[src/rtl/uart_tx_frame_ctrl.sv]
// UART transmit frame controller: sequences start, data, optional parity and stop
// bits around an external 8-bit serializer, with a DATA-phase timeout.
module uart_tx_frame_ctrl (
    input  logic       CLK,
    input  logic       RST,
    input  logic       Data_Valid,
    input  logic [7:0] P_DATA,
    input  logic       PAR_EN,
    input  logic       PAR_TYP,
    input  logic       ser_done,
    input  logic       ser_data,
    output logic       ser_en,
    output logic       busy,
    output logic       TX_OUT,
    output logic       frame_err
);

    typedef enum logic [2:0] {
        IDLE,
        START,
        DATA,
        PARITY,
        STOP
    } state_t;

    localparam logic [3:0] TMO_LIMIT = 4'd9;

    state_t     state;
    state_t     next_state;
    logic       par_bit;
    logic       par_en_q;
    logic [3:0] tmo_cnt;

    always_ff @(posedge CLK or posedge RST) begin
        if (RST) begin
            state <= IDLE;
        end else begin
            state <= next_state;
        end
    end

    // Parity type is folded into the latched parity bit, so only the bit and the enable are kept.
    always_ff @(posedge CLK or posedge RST) begin
        if (RST) begin
            par_bit  <= 1'b0;
            par_en_q <= 1'b0;
            tmo_cnt  <= 4'd0;
        end else if (state == IDLE && Data_Valid) begin
            par_bit  <= PAR_TYP ? ~^P_DATA : ^P_DATA;
            par_en_q <= PAR_EN;
            tmo_cnt  <= 4'd0;
        end else if (state == DATA) begin
            tmo_cnt  <= tmo_cnt + 4'd1;
        end
    end

    always_comb begin
        next_state = state;
        ser_en     = 1'b0;
        TX_OUT     = 1'b1;
        frame_err  = 1'b0;
        case (state)
            IDLE: begin
                if (Data_Valid) begin
                    next_state = START;
                end
            end
            START: begin
                TX_OUT     = 1'b0;
                ser_en     = 1'b1;
                next_state = DATA;
            end
            DATA: begin
                TX_OUT = ser_data;
                // A late ser_done still completes the frame normally, even on the limit cycle.
                if (ser_done) begin
                    next_state = par_en_q ? PARITY : STOP;
                end else if (tmo_cnt == TMO_LIMIT) begin
                    frame_err  = 1'b1;
                    next_state = IDLE;
                end else begin
                    ser_en = 1'b1;
                end
            end
            PARITY: begin
                TX_OUT     = par_bit;
                next_state = STOP;
            end
            STOP: begin
                next_state = IDLE;
            end
            default: begin
                next_state = IDLE;
            end
        endcase
    end

    assign busy = (state != IDLE);

endmodule

[config.mk]
export PLATFORM = sky130hd
export DESIGN_NAME = uart_tx_frame_ctrl
export DESIGN_NICKNAME = d
export VERILOG_FILES = /design/src/rtl/uart_tx_frame_ctrl.sv
export SDC_FILE = /design/constraint.sdc
export NUM_CORES = 1
export LEC_CHECK = 0
export CAP_MARGIN = 20
export CORE_MARGIN = 8
export CORE_UTILIZATION = 30
export DETAILED_ROUTE_END_ITERATION = 8
export PLACE_DENSITY = 0.55
export RECOVER_POWER = 50
export SLEW_MARGIN = 10
export SYNTH_ARGS = -nofsm -noshare
export SYNTH_HDL_FRONTEND = slang
export SYNTH_SLANG_ARGS = --single-unit
[constraint.sdc]
create_clock -name CLK -period 1.15 [get_ports CLK]
set_input_delay 0.2875 -clock CLK [delete_from_list [all_inputs] [get_ports CLK]]
set_output_delay 0.2875 -clock CLK [all_outputs]
set_load 0.01 [all_outputs]
==> results of run 1 <==
## timing repair
item                                    CTS  global route
endpoints found under the setup margin   13            12
gates resized for setup                  33             6
buffers inserted                          3             1
pin swaps                                16             7
## cell usage in the layout, fill, tap and decap left out, drive strengths merged
cell type,netlist,final
xor2,2,2
or3,2,2
nand2b,3,3
nor2,3,3
a21oi,2,2
clkbuf,0,4
inv,2,2
ha,2,2
mux2,1,1
nand2,7,7
nand3b,1,1
nand4,1,1
o21ai,5,5
buf,0,20
nor3b,2,2
xnor3,1,1
dlygate4sd2,0,5
dlygate4sd3,0,1
dfrtp,9,9
and2,3,3
nor3,1,1
xnor2,6,6
nor2b,1,1
nand3,3,3
clkdlybuf4s50,0,8
## where the power goes
part,switching [mW],internal (mW)
clock network,0.114,0.134
registers,0.138,0.447
logic,0.471,0.683
total,0.723,1.26
## worst paths after layout
check,endpoint,depth (start not counted),slack (ns),start
setup / recovery,frame_err,6,-0.44,tmo_cnt[1]
min in group CLK,par_bit,2,0.50,par_bit
max in group asynchronous,state[1],2,0.44,RST
hold reg to reg,par_bit,2,0.50,par_bit
hold / removal,par_en_q,2,0.43,RST
setup reg to reg,tmo_cnt[3],6,-0.24,state[0]
## stage by stage
stage / worst slack (ns) / hold slack (ns)
floorplan: -0.07355 / 0.1152
global placement: -0.7601 / 0.4850
detailed placement: -0.7942 / 0.4884
CTS: -0.4952 / 0.3056
global route: -0.5269 / 0.4817
finish: -0.4384 / 0.4302
## area by class of cell
cell class	count	share of cell area
clock buffer	4	0.02770
inverter	2	0.007916
sequential	9	0.2414
tap	25	0.03298
multi-input combinational	46	0.3852
timing repair buffer	34	0.3047
## sequential cells by signal, summed over array words and instances (netlist names)
name      flops
par_en_q      1
tmo_cnt       4
par_bit       1
state         3
## kinds of logic (layout without fill, tap and decap cells)
| kind of cell | Yosys count | after routing | share of synthesized area |
|---|---|---|---|
| and+or+nand+nor | 27 | 27 | 0.2713 |
| DFF | 9 | 9 | 0.4138 |
| AOI/OAI and AO/OA | 7 | 7 | 0.06436 |
| adders and majority gates | 2 | 2 | 0.04597 |
| muxes | 1 | 1 | 0.02069 |
| xor gates and xnor gates | 9 | 9 | 0.1701 |
| buffers and inverters | 2 | 40 | 0.01380 |
## routing by layer
layer | wire length [um] | share of wire | vias to the layer above | track usage
met4 | 27 | 0.019 | 0 | 0.04096
li1 | - | - | 269 | -
met5 | 0 | 0 | - | 0
met3 | 64 | 0.046 | 2 | 0.01522
met1 | 566 | 0.41 | 240 | 0.09171
met2 | 736 | 0.53 | 11 | 0.1433
==> flow_summary_export.csv, run 1 <==
group,metric,value,unit
outcome,status,"complete, but fails checks",
outcome,violations,"negative setup slack",
grt,overflow,0,
drt,wirelength,1394,um
timing,max-slew-margin-rel,0.7584,
grt,grt_usage,0.08166,
yosys,synthFlopType,"dfrtp_1",
finish,nNetsFinal,113,
place,dp.cells,114,
clocking,root_buffer,"clkbuf_4",
timing,fmax,0.6295,GHz
timing,finalWorstSetupSlack,-0.4384,ns
pwr,total_power,1.987,mW
grt,grt_pass1_vias,513,
yosys,syn_area,544.3,sq um
timing,rsz0062_at_grt,"yes",
clocking,hold_buffers,0,
timing,timing.final.crit_share,1.381,
clocking,clockBufferDepth,2,
worst_setup_path,cp_max_fo,2,
worst_setup_path,start_kind,"flop",
yosys,synthArstFlopShare,1.000,
worst_setup_path,critPathSlowestCell,"dfrtp_1",
place,place.gp.congestion,0.7141,
floorplan,core,1708,sq um
place,dpl-instance-area,885.9,sq um
worst_setup_path,max_stage_delay,0.38,ns
finish,final_cells,120,
finish,multi_input_area,365.4,sq um
yosys,synth.most_common_cell,"dfrtp_1",
worst_setup_path,critPathKind,"flop to output port",
clocking,path_clk_slew,0.06,ns
timing,drv_slew,0,
yosys,ys_types,22,
grt,grt_max_degree,10,
yosys,avgSynthCellArea,9.549,sq um
drt,vias,522,
yosys,netlist_instances,57,
timing,post-route-min-period,1.588,ns
yosys,synth_area_leaders,"dfrtp_1, xnor2_1, nand2_1",
yosys,yosys.area.top_type,"dfrtp_1",
timing,hold_violations,0,
finish,utilization,0.5553,
worst_setup_path,arrival,1.30,ns
floorplan,die-area,3433,sq um
grt,antenna_found_initial,0,
grt,grt_pass1_wl,2221,um
floorplan,die_x,58.60,um
drt,firstDrtPassIters,2,
worst_setup_path,crit_buf_inv,2,
clocking,clock_latency,0.26,ns
drt,wl_per_cell,11.62,um
finish,drive_gt1_frac,0.3895,
clocking,htree_levels,1,
drt,viasPerCell,4.350,
yosys,netlist_top_cells_count,"dfrtp_1, nand2_1, xnor2_1, o21ai_0",
yosys,synth_edf_count,0,
timing,skew,0.001021,ns
floorplan,fp-row-count,15,
timing,worst_pin_slew,0.3621,ns
finish,area_growth,74.25,%
finish,antenna_cells,0,
worst_setup_path,cp.required,0.86,ns
clocking,clkSinkCount,9,
pwr,power.density,2095,nW/um^2
pwr,p_leak,0.4347,nW
clocking,numCtsBuffers,3,
yosys,synth_seq_cells,9,
yosys,synth_top_cell_area_share,0.4138,
timing,fin_tns_setup,-2.424,ns
floorplan,die_y,58.60,um
yosys,yosys_warnings,0,
min_path,min_path_type,"input port to asynchronous set/reset pin",
finish,post-route-cell-area,948.4,sq um
pwr,ir_worst_vdd,1.316,mV
yosys,synth_fp_nets,74,
drt,drc,0,
place,place.port_buffers,18,
worst_setup_path,cp_top_family,"flip-flops",
run,max-cap-violations,0,
worst_setup_path,crit_chain,"inv_1, ha_2, nand2_2, nor3_4, and2_1, buf_2",
floorplan,ios,19,
drt,dr.first_iter.drc_count,3,
timing,setup_viol,12,
floorplan,start_util,0.3187,
clocking,cts_tree,"done",
finish,regArea,229.0,sq um
drt,ant_nets,0,
place,dp_hpwl,1116,um
worst_setup_path,end_kind,"output port",
finish,n_fill_cell,175,
yosys,seq_area_frac_synth,0.4138,
Power figures use the tool's default switching activity.
==> run 2, diff against run 1 <==
--- a/config.mk
+++ b/config.mk
@@ -7,9 +7,10 @@
 export LEC_CHECK = 0
 export CAP_MARGIN = 20
 export CORE_MARGIN = 8
-export CORE_UTILIZATION = 30
+export CORE_UTILIZATION = 38
+export CTS_CLUSTER_SIZE = 40
 export DETAILED_ROUTE_END_ITERATION = 8
-export PLACE_DENSITY = 0.55
+export PLACE_DENSITY = 0.68
 export RECOVER_POWER = 50
 export SLEW_MARGIN = 10
 export SYNTH_ARGS = -nofsm -noshare
==> flow_summary_export.csv, run 2 (same netlist as run 1, synthesis figures left out) <==
group,metric,value,unit
outcome,status,"complete, but fails checks",
outcome,violations,"negative setup slack",
grt,busiest_layer,"met2",
min_path,min_path_type,"input port to asynchronous set/reset pin",
finish,antenna_cells,0,
drt,vias,543,
finish,n_fill_cell,104,
clocking,clkSinkCount,9,
worst_setup_path,r2r_cells,7,
clocking,hold_buffers,0,
grt,met3_usage,0.05234,
grt,grt_max_degree,10,
timing,drv_slew,0,
drt,dr.first_iter.drc_count,3,
pwr,total_power,2.252,mW
grt,overflow,0,
floorplan,ios,19,
timing,skew,0.01196,ns
floorplan,core,1318,sq um
finish,reg_top3,"tmo_cnt (4), state (3)",
finish,regMostFlops,"tmo_cnt",
clocking,clock_latency,0.27,ns
worst_setup_path,reg2reg_slack,-0.26,ns
timing,max-slew-margin-rel,0.7600,
floorplan,die_y,53.85,um
grt,globalRouteMet1Util,0.1254,
clocking,clockBufferDepth,2,
clocking,cts_tree,"done",
floorplan,die-area,2899,sq um
floorplan,start_util,0.4131,
timing,setup_viol,12,
worst_setup_path,endpoint,"frame_err",
worst_setup_path,r2r-end,"tmo_cnt[2]",
worst_setup_path,cp.required,0.86,ns
worst_setup_path,critPathKind,"flop to output port",
run,max-cap-violations,0,
drt,wl_per_cell,14.38,um
timing,worst_pin_slew,0.3595,ns
place,dp_hpwl,1136,um
clocking,path_clk_slew,0.07,ns
finish,layout_common_cells,"buf_4, clkdlybuf4s50_1, xnor2_1, buf_6, dfrtp_1",
finish,drive_gt1_frac,0.4845,
drt,viasPerCell,4.848,
drt,drc,0,
finish,nNetsFinal,115,
timing,hold_violations,0,
worst_setup_path,cp_max_fo,2,
finish,area_growth,82.53,%
grt,grt_pass1_vias,569,
grt,grt_pass1_wl,2511,um
pwr,ir_worst_vdd,1.325,mV
pwr,power.density,2267,nW/um^2
timing,timing.final.crit_share,1.415,
place,place.port_buffers,18,
drt,ant_nets,0,
pwr,p_leak,0.4563,nW
worst_setup_path,startpoint,"tmo_cnt[1]",
finish,layout_commonest_cell,"buf_4",
grt,antenna_found_initial,0,
grt,grt_usage,0.1209,
floorplan,die_x,53.85,um
timing,rsz0062_at_grt,"yes",
floorplan,fp-row-count,13,
finish,largest_reg_flops,4,
place,place.gp.congestion,0.7595,
clocking,numCtsBuffers,3,
timing,fmax,0.6147,GHz
drt,firstDrtPassIters,3,
grt,use_met2,0.2085,
worst_setup_path,end_kind,"output port",
worst_setup_path,r2r-start,"state[0]",
drt,wirelength,1610,um
worst_setup_path,start_kind,"flop",
worst_setup_path,arrival,1.34,ns
timing,post-route-min-period,1.627,ns
timing,finalWorstSetupSlack,-0.4767,ns
clocking,htree_levels,1,
clocking,root_buffer,"clkbuf_4",
place,post-place-ws,-0.7813,ns
[run 2: layer usage]
| layer | wire [um] | up-vias |
|---|---|---|
| met5 | 0 | - |
| met3 | 81 | 2 |
| met1 | 586 | 257 |
| li1 | - | 272 |
| met2 | 923 | 12 |
| met4 | 19 | 0 |
[run 2: report_power, final]
part	total, mW	internal, mW	switching [mW]
Sequential	0.568	0.447	0.120
Combinational	1.44	0.845	0.590
Clock	0.250	0.134	0.116
[run 2: area by class of cell]
class,count,area [sq um],share of cell area
multi-input cells,46,385.4,0.3879
repair buffers,36,326.6,0.3287
flip-flops and latches,9,229.0,0.2305
clock buffers,4,26.28,0.02645
well taps,15,18.77,0.01889
inverters,2,7.507,0.007557
[run 2: stage by stage]
| stage | cells | area [sq um] | hold slack, ns | util | setup TNS (ns) |
|---|---|---|---|---|---|
| 2_1_floorplan | 57 | 569.3 | 0.1152 | - | -0.2364 |
| 3_3_place_gp | 105 | 880.8 | 0.5223 | 0.6686 | -4.441 |
| 3_5_place_dp | 105 | 880.8 | 0.5294 | 0.6686 | -4.674 |
| 4_1_cts | 111 | 958.4 | 0.2898 | 0.7274 | -3.558 |
| 5_1_grt | 112 | 993.5 | 0.4689 | 0.7540 | -4.173 |
| 6_report | 112 | 993.5 | 0.4167 | 0.7540 | -3.560 |
[run 2: worst min-delay path by stage]
stage              from         end  depth (start not counted)  slack (ns)
2_1_floorplan       RST     par_bit                          1        0.12
3_3_place_gp   par_en_q    state[0]                          2        0.52
3_5_place_dp   par_en_q    state[0]                          2        0.53
4_1_cts             RST  tmo_cnt[3]                          2        0.29
5_1_grt             RST  tmo_cnt[3]                          2        0.47
6_report            RST  tmo_cnt[3]                          2        0.42
[run 2: worst max-delay path: stages, from the launching register on]
cell and delay (ns):
dfrtp_1 0.37, inv_1 0.06, ha_2 0.17, nand2_2 0.06, nor3_2 0.14, and2_1 0.15, buf_2 0.13
[run 2: timing repair]
item / 4_1_cts / 5_1_grt
setup endpoints to repair: 13 / 12
pin swaps: 16 / 9
setup buffers: 4 / 1
gates resized for setup: 39 / 7
